$ cat config.mk
export PLATFORM = sky130hd
export DESIGN_NAME = imm_gen_stage
export DESIGN_NICKNAME = d
export VERILOG_FILES = /design/src/rtl/imm_gen_stage.sv
export SDC_FILE = /design/constraint.sdc
export NUM_CORES = 1
export LEC_CHECK = 0
export ABC_AREA = 1
export ABC_CLOCK_PERIOD_IN_PS = 1600
export BUFFER_PORTS_ARGS = -buffer_cell sky130_fd_sc_hd__buf_2
export CAP_MARGIN = 30
export CELL_PAD_IN_SITES_DETAIL_PLACEMENT = 1
export CELL_PAD_IN_SITES_GLOBAL_PLACEMENT = 2
export CORE_ASPECT_RATIO = 0.8
export CORE_UTILIZATION = 25
export DETAILED_ROUTE_END_ITERATION = 8
export PLACE_DENSITY = 0.67
export RECOVER_POWER = 100
export SLEW_MARGIN = 30
export SYNTH_ARGS = -nofsm -noshare
export SYNTH_HDL_FRONTEND = slang
export SYNTH_SLANG_ARGS = --single-unit
$ cat constraint.sdc
create_clock -name clk -period 1.6 [get_ports clk]
set_input_delay 0.32 -clock clk [delete_from_list [all_inputs] [get_ports clk]]
set_output_delay 0.32 -clock clk [all_outputs]
set_load 0.1 [all_outputs]
$ cat src/rtl/imm_gen_stage.sv
// Registered immediate-generation stage: decodes the base-ISA immediate of the
// entering instruction and forwards it with a two-entry (output + skid) buffer.
module imm_gen_stage #(
    parameter int XLEN = 32,
    parameter int PC_W = XLEN
) (
    input  logic              clk,
    input  logic              rst,
    input  logic              flush,
    input  logic              in_valid,
    output logic              in_ready,
    input  logic [31:0]       in_instr,
    input  logic [PC_W-1:0]   in_pc,
    output logic              out_valid,
    input  logic              out_ready,
    output logic [31:0]       out_instr,
    output logic [PC_W-1:0]   out_pc,
    output logic [XLEN-1:0]   out_imm,
    output logic [2:0]        out_fmt,
    output logic              out_illegal
);

    typedef enum logic [2:0] {
        FMT_NONE  = 3'd0,
        FMT_I     = 3'd1,
        FMT_S     = 3'd2,
        FMT_B     = 3'd3,
        FMT_U     = 3'd4,
        FMT_J     = 3'd5,
        FMT_SHAMT = 3'd6,
        FMT_ZIMM  = 3'd7
    } fmt_e;

    localparam logic [6:0] OP_LOAD   = 7'b0000011;
    localparam logic [6:0] OP_STORE  = 7'b0100011;
    localparam logic [6:0] OP_BRANCH = 7'b1100011;
    localparam logic [6:0] OP_LUI    = 7'b0110111;
    localparam logic [6:0] OP_AUIPC  = 7'b0010111;
    localparam logic [6:0] OP_JAL    = 7'b1101111;
    localparam logic [6:0] OP_JALR   = 7'b1100111;
    localparam logic [6:0] OP_IMM    = 7'b0010011;
    localparam logic [6:0] OP_IMM32  = 7'b0011011;
    localparam logic [6:0] OP_SYSTEM = 7'b1110011;

    logic [6:0]      opcode;
    logic [2:0]      funct3;
    logic            is_shift;
    logic            shamt_bad;
    fmt_e            dec_fmt;
    logic [XLEN-1:0] dec_imm;
    logic            dec_ill;

    logic              skid_valid;
    logic [31:0]       skid_instr;
    logic [PC_W-1:0]   skid_pc;
    logic [XLEN-1:0]   skid_imm;
    logic [2:0]        skid_fmt;
    logic              skid_ill;

    logic accept;
    logic out_free;

    assign opcode   = in_instr[6:0];
    assign funct3   = in_instr[14:12];
    assign is_shift = (funct3 == 3'b001) || (funct3 == 3'b101);
    // Only SRLI/SRAI-style high bits are legal, and SLLI may not carry the arithmetic bit.
    assign shamt_bad = ((in_instr[31:26] != 6'b000000) && (in_instr[31:26] != 6'b010000))
                     || ((funct3 == 3'b001) && in_instr[30]);

    always_comb begin
        dec_fmt = FMT_NONE;
        dec_imm = '0;
        dec_ill = 1'b0;
        case (opcode)
            OP_LOAD, OP_JALR: begin
                dec_fmt = FMT_I;
                dec_imm = XLEN'($signed(in_instr[31:20]));
            end
            OP_STORE: begin
                dec_fmt = FMT_S;
                dec_imm = XLEN'($signed({in_instr[31:25], in_instr[11:7]}));
            end
            OP_BRANCH: begin
                dec_fmt = FMT_B;
                dec_imm = XLEN'($signed({in_instr[31], in_instr[7], in_instr[30:25],
                                         in_instr[11:8], 1'b0}));
            end
            OP_LUI, OP_AUIPC: begin
                dec_fmt = FMT_U;
                dec_imm = XLEN'($signed({in_instr[31:12], 12'b0}));
            end
            OP_JAL: begin
                dec_fmt = FMT_J;
                dec_imm = XLEN'($signed({in_instr[31], in_instr[19:12], in_instr[20],
                                         in_instr[30:21], 1'b0}));
            end
            OP_IMM: begin
                if (is_shift) begin
                    dec_fmt = FMT_SHAMT;
                    if (XLEN == 32) begin
                        dec_imm = XLEN'(in_instr[24:20]);
                        dec_ill = shamt_bad | in_instr[25];
                    end else begin
                        dec_imm = XLEN'(in_instr[25:20]);
                        dec_ill = shamt_bad;
                    end
                end else begin
                    dec_fmt = FMT_I;
                    dec_imm = XLEN'($signed(in_instr[31:20]));
                end
            end
            OP_IMM32: begin
                if (XLEN == 64) begin
                    if (is_shift) begin
                        dec_fmt = FMT_SHAMT;
                        dec_imm = XLEN'(in_instr[24:20]);
                        dec_ill = shamt_bad | in_instr[25];
                    end else begin
                        dec_fmt = FMT_I;
                        dec_imm = XLEN'($signed(in_instr[31:20]));
                    end
                end
            end
            OP_SYSTEM: begin
                if (funct3[2]) begin
                    dec_fmt = FMT_ZIMM;
                    dec_imm = XLEN'(in_instr[19:15]);
                end
            end
            default: ;
        endcase
    end

    assign accept   = in_valid & in_ready;
    assign out_free = ~out_valid | out_ready;

    // in_ready mirrors skid-empty, so the skid can never be full when a new entry arrives.
    always_ff @(posedge clk) begin
        if (rst) begin
            out_valid   <= 1'b0;
            out_instr   <= '0;
            out_pc      <= '0;
            out_imm     <= '0;
            out_fmt     <= '0;
            out_illegal <= 1'b0;
            skid_valid  <= 1'b0;
            skid_instr  <= '0;
            skid_pc     <= '0;
            skid_imm    <= '0;
            skid_fmt    <= '0;
            skid_ill    <= 1'b0;
            in_ready    <= 1'b1;
        end else if (flush) begin
            out_valid  <= 1'b0;
            skid_valid <= 1'b0;
            in_ready   <= 1'b1;
        end else if (out_free) begin
            if (skid_valid) begin
                out_valid   <= 1'b1;
                out_instr   <= skid_instr;
                out_pc      <= skid_pc;
                out_imm     <= skid_imm;
                out_fmt     <= skid_fmt;
                out_illegal <= skid_ill;
                skid_valid  <= 1'b0;
                in_ready    <= 1'b1;
            end else if (accept) begin
                out_valid   <= 1'b1;
                out_instr   <= in_instr;
                out_pc      <= in_pc;
                out_imm     <= dec_imm;
                out_fmt     <= dec_fmt;
                out_illegal <= dec_ill;
            end else begin
                out_valid <= 1'b0;
            end
        end else if (accept) begin
            skid_valid <= 1'b1;
            skid_instr <= in_instr;
            skid_pc    <= in_pc;
            skid_imm   <= dec_imm;
            skid_fmt   <= dec_fmt;
            skid_ill   <= dec_ill;
            in_ready   <= 1'b0;
        end
    end

endmodule
==> results.sh, run 1 <==
export IMPL_status="completed"
export IMPL_top_usage_layer="met2"
export IMPL_ir_drop_mv=0.538
export IMPL_holdWs_ns=0.0668
export IMPL_grt_max_degree=105
export IMPL_arrival_ns=1.25
export IMPL_slowest_delay_ns=0.39
export IMPL_worst_endpoint_required_ns=1.28
export IMPL_period_needed_ns=1.57
export IMPL_reg2reg_depth=7
export IMPL_numPortBuffers=170
export IMPL_setup_viol=0
export IMPL_grt_total_usage=0.180
export IMPL_critPathTopFamily="flip-flops"
export IMPL_synth_area_leader_cell="dfxtp_1"
export IMPL_hold_path_class="primary input to flop"
export IMPL_grt_util_met3=0.0276
export IMPL_ys_seq_area_frac=0.469
export IMPL_cp_num_buf_inv=1
export IMPL_fp_dieH_um=168
export IMPL_use_met1=0.250
export IMPL_worstSetupStartpointType="flop"
export IMPL_syn_inst=1202
export IMPL_hold_viol_final=0
export IMPL_synth_seq_cells=203
export IMPL_async_flop_share=0
export IMPL_swShare=0.324
export IMPL_die_area_sq_um=35400
export IMPL_cp_depth=1
export IMPL_p_seq_frac=0.402
export IMPL_powerDensity_nw_per_um2=1180
export IMPL_fmax_mhz=639
export IMPL_clock_skew_final_ns=0.0157
export IMPL_min_period_over_period=0.979
export IMPL_h_tree_depth=1
export IMPL_drt_wl_total_um=32600
export IMPL_p_int_mw=9.07
export IMPL_clock_sinks=203
export IMPL_endpoint_kind="primary output"
export IMPL_p_sw_mw=4.35
export IMPL_grt_pass1_wl_um=50700
export IMPL_ios=171
export IMPL_combPwrFrac=0.189
export IMPL_start_util=0.256
export IMPL_grt_ovfl_total=0
export IMPL_path_max_fanout=2
export IMPL_globalplace_congestion=0.777
export IMPL_cts_tree="yes"
export IMPL_slew_viol_final=0
export IMPL_synth_nets=1271
export IMPL_yosys_top_cells_area="dfxtp_1 (47%), nand2_1 (10%), o21ai_0 (9.1%)"
export IMPL_drive_gt1_frac=0.214
export IMPL_synth_cell_type_count=28
export IMPL_post_drt_wl_per_cell_um=17.8
export IMPL_cts_made_buffers=24
export IMPL_fin_nets=1425
export IMPL_clkLatencyLatePin_ns=0.53
export IMPL_syn_to_final_growth_pct=31.0
export IMPL_clockBufferDepth=3
export IMPL_synth_top_area_frac=0.469
export IMPL_p_leak_nw=5.02
export IMPL_drtIter0Drc=390
export IMPL_post_cts_buffers=0
export IMPL_hold_depth=3
export IMPL_rsz0062_at_grt="false"
export IMPL_drv_cap=0
export IMPL_first_pass_iters=4
export IMPL_dp_final_hpwl_um=20400
export IMPL_synth_most_common_cell="nand2_1"
export IMPL_yosys_top_cells_count="nand2_1 (231), dfxtp_1 (203), nor2_1 (184), o21ai_0 (158), a21oi_1 (95)"
export IMPL_yosys_warnings=0
export IMPL_ys_flop_type="dfxtp_1"
export IMPL_slew_headroom=0.605
export IMPL_synth_area_sq_um=8660
export IMPL_pwr_share_clk=0.408
export IMPL_vias=8729
export IMPL_syn_area_per_cell_sq_um=7.21
export IMPL_crit_chain="buf_4"
export IMPL_ctsHoldBuffers=0
export IMPL_crit_type="flop to primary output"
export IMPL_cts_root_buffer="clkbuf_16"
export IMPL_grt_pass1_vias=8747
export IMPL_fp_dieW_um=210
export IMPL_worstMarginPinSlew_ns=0.593
export IMPL_drc=0
export IMPL_path_clk_slew_ns=0.07
export IMPL_fin_total_pwr_mw=13.4
export IMPL_grt_use_met2=0.295
export IMPL_crit_path_top_delay_cell="dfxtp_1"
export IMPL_core_sq_um=33900
export IMPL_vias_per_cell=4.75
export IMPL_synth_edff_count=0
export IMPL_antenna_found_initial=1
export IMPL_final_antenna_net_count=0
export IMPL_num_rows=60
## per-layer routing
| metal | vias up | part of all wire |
|---|---|---|
| li1 | 4320 | - |
| met1 | 4227 | 0.49 |
| met2 | 154 | 0.46 |
| met3 | 28 | 0.036 |
| met4 | 0 | 0.018 |
| met5 | - | 0 |
## power by group through the flow
stage | combinational (mW) | sequential [mW] | clock (mW)
after floorplan | 0.554 | 6.75 | 0
after global placement | 2.44 | 5.50 | 0
after detailed placement | 2.45 | 5.50 | 0
after CTS | 2.56 | 5.40 | 5.66
after global routing | 2.68 | 5.42 | 5.88
final | 2.54 | 5.40 | 5.48
## final timing paths
kind                             startpoint           end  slack, ns
worst max-delay path             out_imm[1]    out_imm[1]       0.03
worst min-delay path              in_pc[28]    out_pc[28]       0.07
worst max register to register   skid_valid  out_instr[7]       0.18
worst min register to register  skid_pc[24]    out_pc[24]       0.48
## through the flow
step | cell area (sq um) | TNS [ns] | worst slack [ns] | instances | util
3_3_place_gp | 10300 | -2.72 | -0.122 | 1794 | 0.304
6_report | 11300 | 0 | 0.0339 | 1837 | 0.335
4_1_cts | 11300 | 0 | 0.00279 | 1835 | 0.334
2_1_floorplan | 8670 | 0 | 0.00591 | 1202 | -
3_5_place_dp | 10300 | -5.93 | -0.192 | 1794 | 0.304
5_1_grt | 11300 | 0 | 0.00421 | 1836 | 0.335
## layout make-up
class	instances	area (sq um)
well taps	465	582
clock inverters	3	40.0
flip-flops and latches	203	4070
repair buffers	225	1750
fillers	4153	22500
inverters	47	185
multi-input cells	855	3980
clock buffers	38	724
diodes	1	2.50
## cell families (layout without fill, tap and decap cells)
kind of cell           count (synthesis)  in the layout  share of synthesized area
buffers and inverters                144            313                     0.0724
DFF                                  203            203                      0.469
AOI/OAI and AO/OA                    377            377                      0.232
and+or+nand+nor                      478            478                      0.226
other                                  0              1                          0
## state kept, by name, summed over array words and instances (netlist names)
signal,cells
out_fmt,3
out_illegal,1
out_imm,32
skid_valid,1
skid_instr,32
skid_fmt,3
skid_pc,32
skid_imm,32
skid_ill,1
out_valid,1
out_instr,32
in_ready,1
out_pc,32
## what timing repair did
action,CTS,global route
gates resized for setup,102,4
hold endpoints to repair,0,0
gates cloned,0,1
endpoints found under the setup margin,102,41
## layout by cell type, fill, tap and decap left out, types with 42 or more instances in the layout
master	count
buf_4	61
dfxtp_1	201
nand3_1	42
o21ai_0	191
nor2_1	184
clkbuf_4	75
a31oi_1	64
nand2_1	231
a21oi_1	95
buf_2	68
Power figures use the tool's default switching activity.
==> inputs of run 2 (changes only) <==
--- a/config.mk
+++ b/config.mk
@@ -6,7 +6,7 @@
 export NUM_CORES = 1
 export LEC_CHECK = 0
 export ABC_AREA = 1
-export ABC_CLOCK_PERIOD_IN_PS = 1600
+export ABC_CLOCK_PERIOD_IN_PS = 1400
 export BUFFER_PORTS_ARGS = -buffer_cell sky130_fd_sc_hd__buf_2
 export CAP_MARGIN = 30
 export CELL_PAD_IN_SITES_DETAIL_PLACEMENT = 1
@@ -14,9 +14,10 @@
 export CORE_ASPECT_RATIO = 0.8
 export CORE_UTILIZATION = 25
 export DETAILED_ROUTE_END_ITERATION = 8
-export PLACE_DENSITY = 0.67
+export PLACE_DENSITY = 0.7
 export RECOVER_POWER = 100
 export SLEW_MARGIN = 30
 export SYNTH_ARGS = -nofsm -noshare
 export SYNTH_HDL_FRONTEND = slang
 export SYNTH_SLANG_ARGS = --single-unit
+export TNS_END_PERCENT = 20
==> constraint.sdc (replaced) <==
create_clock -name clk -period 1.4 [get_ports clk]
set_input_delay 0.28 -clock clk [delete_from_list [all_inputs] [get_ports clk]]
set_output_delay 0.28 -clock clk [all_outputs]
set_load 0.1 [all_outputs]
==> results.sh, run 2 (synthesis results as in run 1) <==
export IMPL_fp_dieH_um=168
export IMPL_globalplace_congestion=0.813
export IMPL_hold_path_class="primary input to flop"
export IMPL_die_area_sq_um=35400
export IMPL_min_period_over_period=1.02
export IMPL_reg2reg_depth=8
export IMPL_ctsHoldBuffers=0
export IMPL_start_util=0.256
export IMPL_worstSetupStartpointType="flop"
export IMPL_cts_tree="yes"
export IMPL_final_common_cell="nand2_1"
export IMPL_swShare=0.316
export IMPL_grt_pass1_wl_um=50400
export IMPL_grt_max_degree=105
export IMPL_fp_dieW_um=210
export IMPL_vias=8787
export IMPL_clkLatencyLatePin_ns=0.51
export IMPL_hp_start="in_pc[4]"
export IMPL_clockBufferDepth=3
export IMPL_fmax_mhz=703
export IMPL_r2r_end="out_pc[30]"
export IMPL_worstMarginPinSlew_ns=0.755
export IMPL_crit_path_top_delay_cell="dfxtp_4"
export IMPL_numPortBuffers=170
export IMPL_pwr_share_clk=0.387
export IMPL_first_pass_iters=4
export IMPL_grt_ovfl_total=0
export IMPL_hold_viol_final=0
export IMPL_crit_type="flop to flop"
export IMPL_cp_num_buf_inv=4
export IMPL_combPwrFrac=0.218
export IMPL_period_needed_ns=1.42
export IMPL_finalWorstSetupSlack_ns=-0.0227
export IMPL_powerDensity_nw_per_um2=1210
export IMPL_rsz0062_at_grt="true"
export IMPL_dp_cells=1808
export IMPL_hold_depth=3
export IMPL_slew_viol_final=0
export IMPL_antenna_found_initial=0
export IMPL_worst_endpoint_required_ns=1.78
export IMPL_cts_root_buffer="clkbuf_16"
export IMPL_drv_cap=0
export IMPL_clock_sinks=203
export IMPL_arrival_ns=1.81
export IMPL_dp_final_hpwl_um=20800
export IMPL_ir_drop_mv=0.548
export IMPL_num_rows=60
export IMPL_p_int_mw=11.0
export IMPL_slowest_delay_ns=0.34
export IMPL_p_sw_mw=5.06
export IMPL_drtIter0Drc=344
export IMPL_holdWs_ns=0.0301
export IMPL_r2r_slack_ns=-0.02
export IMPL_path_max_fanout=33
export IMPL_violations="negative setup slack"
export IMPL_worstHoldEndpoint="skid_pc[4]"
export IMPL_final_antenna_net_count=0
export IMPL_grt_total_usage=0.178
export IMPL_setup_viol=6
export IMPL_clock_skew_final_ns=0.00934
export IMPL_crit_chain="inv_2 > nor2_4 > inv_2 > nand3_4 > clkinv_8 > buf_12 > o21ai_1 > a31oi_1"
export IMPL_drc=0
export IMPL_slew_headroom=0.496
export IMPL_drive_gt1_frac=0.306
export IMPL_ios=171
export IMPL_layout_common_cells="nand2_1 (229), nor2_1 (180), o21ai_1 (142)"
export IMPL_p_leak_nw=5.64
export IMPL_cts_made_buffers=25
export IMPL_fin_nets=1452
export IMPL_p_seq_frac=0.394
export IMPL_syn_to_final_growth_pct=52.5
export IMPL_h_tree_depth=1
export IMPL_post_drt_wl_per_cell_um=17.6
export IMPL_core_sq_um=33900
export IMPL_status="finished with violations"
export IMPL_r2r_start="out_valid"
export IMPL_fin_util=0.390
export IMPL_endpoint_kind="flop"
export IMPL_critPathTopFamily="buffers and inverters"
export IMPL_drt_wl_total_um=32700
export IMPL_path_clk_slew_ns=0.06
export IMPL_cp_common_cell="inv_2"
export IMPL_grt_pass1_vias=8751
export IMPL_vias_per_cell=4.72
export IMPL_final_cells=1863
-- run 2: cell types whose count changed in the layout (fill, tap and decap cells not counted), moves of 4 or more --
cell	before	now
o21ai_0	191	40
o21ai_1	13	142
buf_12	15	106
dfxtp_1	201	124
clkbuf_4	75	0
dfxtp_2	0	70
o21ai_2	0	22
buf_4	61	50
buf_8	0	10
clkbuf_16	26	33
dfxtp_4	2	9
nor2_1	184	180
nor2_2	2	6
-- run 2: what timing repair did --
item / CTS / global route
resized for setup: 189 / 174
endpoints found under the hold margin: 0 / 0
gates cloned: 0 / 9
buffers inserted: 0 / 4
endpoints found under the setup margin: 200 / 238
pin swaps: 9 / 16
-- run 2: through the flow --
step | setup TNS [ns] | instance area, sq um | total power [mW] | setup slack, ns
CTS | -0.130 | 12500 | 16.0 | -0.0402
global placement | -13.36 | 11200 | 9.47 | -0.218
floorplan | -19.45 | 8810 | 8.42 | -0.116
detailed placement | -17.47 | 11200 | 9.49 | -0.263
finish | -0.0557 | 13200 | 16.0 | -0.0227
global route | -6.51 | 13200 | 16.7 | -0.120
-- run 2: layout make-up --
cell class,instances,area (sq um)
sequential,203,4190
clock inverter,3,40.0
timing repair inverter,1,16.3
antenna,1,2.50
multi-input combinational,855,4090
clock buffer,38,724
tap,465,582
inverter,47,223
timing repair buffer,250,3340
fill,3916,20700
-- run 2: how the worst max path moves through the flow --
stage	cells after the start	slack, ns	to	startpoint
floorplan	9	-0.12	out_imm[20]	out_valid
global placement	11	-0.22	out_imm[8]	in_instr[3]
detailed placement	11	-0.26	out_imm[28]	in_instr[6]
CTS	1	-0.04	out_valid	out_valid
global route	8	-0.12	out_pc[15]	out_valid
finish	8	-0.02	out_pc[30]	out_valid
-- run 2: routing by layer --
metal | up-vias | global-route usage | wire length (um)
met5 | - | 0 | 0
met4 | 0 | 0.0327 | 493
met3 | 32 | 0.0293 | 1220
met2 | 134 | 0.275 | 14100
met1 | 4220 | 0.260 | 16900
li1 | 4401 | - | -
-- run 2: worst min-delay path: cells and delay by family --
| family | cells | cell delay [ns] |
|---|---|---|
| buf+inv | 1 | 0.09 |
| compound gates | 1 | 0.06 |
| simple gates | 1 | 0.07 |
-- run 2: power groups by stage --
stage | sequential [mW] | clock (mW) | combinational (mW)
2_1_floorplan | 7.72 | 0 | 0.692
3_3_place_gp | 6.35 | 0 | 3.13
3_5_place_dp | 6.35 | 0 | 3.14
4_1_cts | 6.28 | 6.41 | 3.35
5_1_grt | 6.35 | 6.65 | 3.67
6_report | 6.32 | 6.20 | 3.50
==> inputs of run 3 (changes only) <==
--- a/config.mk
+++ b/config.mk
@@ -6,7 +6,7 @@
 export NUM_CORES = 1
 export LEC_CHECK = 0
 export ABC_AREA = 1
-export ABC_CLOCK_PERIOD_IN_PS = 1400
+export ABC_CLOCK_PERIOD_IN_PS = 1700
 export BUFFER_PORTS_ARGS = -buffer_cell sky130_fd_sc_hd__buf_2
 export CAP_MARGIN = 30
 export CELL_PAD_IN_SITES_DETAIL_PLACEMENT = 1
@@ -14,7 +14,7 @@
 export CORE_ASPECT_RATIO = 0.8
 export CORE_UTILIZATION = 25
 export DETAILED_ROUTE_END_ITERATION = 8
-export PLACE_DENSITY = 0.7
+export PLACE_DENSITY = 0.67
 export RECOVER_POWER = 100
 export SLEW_MARGIN = 30
 export SYNTH_ARGS = -nofsm -noshare
==> constraint.sdc (replaced) <==
create_clock -name clk -period 1.7 [get_ports clk]
set_input_delay 0.34 -clock clk [delete_from_list [all_inputs] [get_ports clk]]
set_output_delay 0.34 -clock clk [all_outputs]
set_load 0.1 [all_outputs]
==> results.sh, run 3 (synthesis results as in run 1) <==
export IMPL_rsz0062_at_grt="false"
export IMPL_combPwrFrac=0.175
export IMPL_clock_sinks=203
export IMPL_pre_cts_ws_ns=-0.102
export IMPL_cts_tree="yes"
export IMPL_fp_dieW_um=210
export IMPL_num_rows=60
export IMPL_powerDensity_nw_per_um2=1160
export IMPL_numPortBuffers=170
export IMPL_fin_nets=1421
export IMPL_p_leak_nw=5.04
export IMPL_arrival_ns=1.32
export IMPL_first_pass_iters=4
export IMPL_worst_endpoint_required_ns=1.36
export IMPL_fin_util=0.329
export IMPL_start_util=0.256
export IMPL_worstSetupStartpointType="flop"
export IMPL_clock_skew_final_ns=0.00669
export IMPL_seqCellArea_sq_um=4080
export IMPL_final_fill_count=4221
export IMPL_min_period_over_period=0.974
export IMPL_crit_chain="buf_2"
export IMPL_holdWs_ns=0.0920
export IMPL_p_sw_mw=4.08
export IMPL_finalWorstSetupSlack_ns=0.0445
export IMPL_drc=0
export IMPL_globalplace_congestion=0.788
export IMPL_swShare=0.315
export IMPL_setup_viol=0
export IMPL_syn_to_final_growth_pct=28.6
export IMPL_final_area_sq_um=11100
export IMPL_final_common_cell="nand2_1"
export IMPL_ctsHoldBuffers=0
export IMPL_endpoint_kind="primary output"
export IMPL_clockBufferDepth=3
export IMPL_slowest_delay_ns=0.44
export IMPL_path_clk_slew_ns=0.06
export IMPL_h_tree_depth=1
export IMPL_post_drt_wl_per_cell_um=17.1
export IMPL_ir_drop_mv=0.571
export IMPL_die_area_sq_um=35400
export IMPL_slew_viol_final=0
export IMPL_antenna_found_initial=1
export IMPL_grt_pass1_wl_um=50100
export IMPL_drtIter0Drc=424
export IMPL_drt_wl_total_um=31400
export IMPL_place_area_sq_um=10200
export IMPL_grt_pass1_vias=8853
export IMPL_path_max_fanout=2
export IMPL_status="completed"
export IMPL_drive_gt1_frac=0.217
export IMPL_worstMarginPinSlew_ns=0.602
export IMPL_fmax_mhz=604
export IMPL_cp_num_buf_inv=1
export IMPL_drv_cap=0
export IMPL_final_antenna_net_count=0
export IMPL_cts_made_buffers=24
export IMPL_grt_ovfl_total=0
export IMPL_p_seq_frac=0.391
export IMPL_critPathTopFamily="buffers and inverters"
export IMPL_crit_path_top_delay_cell="buf_2"
export IMPL_cts_root_buffer="clkbuf_16"
export IMPL_antenna_cells=0
export IMPL_crit_type="flop to primary output"
export IMPL_slew_headroom=0.599
export IMPL_dp_final_hpwl_um=20100
export IMPL_grt_total_usage=0.177
export IMPL_vias=8683
export IMPL_pwr_share_clk=0.433
export IMPL_multi_input_area_sq_um=3980
export IMPL_hold_viol_final=0
export IMPL_layout_common_cells="nand2_1 (231), dfxtp_1 (200), o21ai_0 (195)"
export IMPL_p_int_mw=8.88
export IMPL_fp_dieH_um=168
export IMPL_grt_max_degree=105
export IMPL_period_needed_ns=1.66
export IMPL_hold_path_class="primary input to flop"
export IMPL_vias_per_cell=4.73
export IMPL_clkLatencyLatePin_ns=0.52
export IMPL_ios=171
export IMPL_core_sq_um=33900
run 3: changes by cell type in the layout (fill, tap and decap cells not counted), moves of 7 or more:
cell / delta
dfxtp_1: +76
clkbuf_16: -7
clkbuf_4: +17
buf_12: -92
o21ai_1: -133
clkbuf_2: +8
buf_8: -10
o21ai_0: +155
o21ai_2: -22
buf_4: -15
dfxtp_2: -70
buf_2: +78
run 3: final timing paths:
check	end	slack (ns)	start	cells past startpoint
max	out_imm[0]	0.04	out_imm[0]	1
min	skid_pc[17]	0.09	in_pc[17]	3
max reg2reg	out_imm[15]	0.17	out_valid	8
min reg2reg	out_pc[31]	0.48	skid_pc[31]	2
run 3: final cells by class:
type / count / share of cell area
clock buffer: 36 / 0.0672
clock inverter: 8 / 0.0106
inverter: 47 / 0.0165
multi-input combinational: 855 / 0.357
sequential: 203 / 0.366
tap: 465 / 0.0522
timing repair buffer: 221 / 0.130
run 3: routing by layer:
metal  vias up  track usage  share of wire  wire length, um
met5         -            0              0                0
met1      4194        0.249           0.50            15700
met3        37       0.0239          0.030              954
met4         0       0.0435          0.019              611
li1       4305            -              -                -
met2       147        0.284           0.45            14200
run 3: per-stage QoR:
step	power (mW)	cells	TNS, ns
6_report	13.0	1835	0
5_1_grt	13.5	1835	0
4_1_cts	13.2	1835	0
3_3_place_gp	7.45	1791	-0.0967
3_5_place_dp	7.47	1791	-1.56
2_1_floorplan	6.88	1202	0
run 3: repair_timing:
item | CTS | global route
gates resized for setup | 6 | 10
pin swaps | 0 | 0
setup endpoints to repair | 6 | 10
buffers inserted | 0 | 0
run 3: power by group through the flow:
stage	Sequential (mW)	Clock, mW	Combinational [mW]
floorplan	6.35	0	0.521
global placement	5.17	0	2.28
detailed placement	5.17	0	2.29
CTS	5.07	5.80	2.30
global route	5.09	6.02	2.40
finish	5.07	5.62	2.27
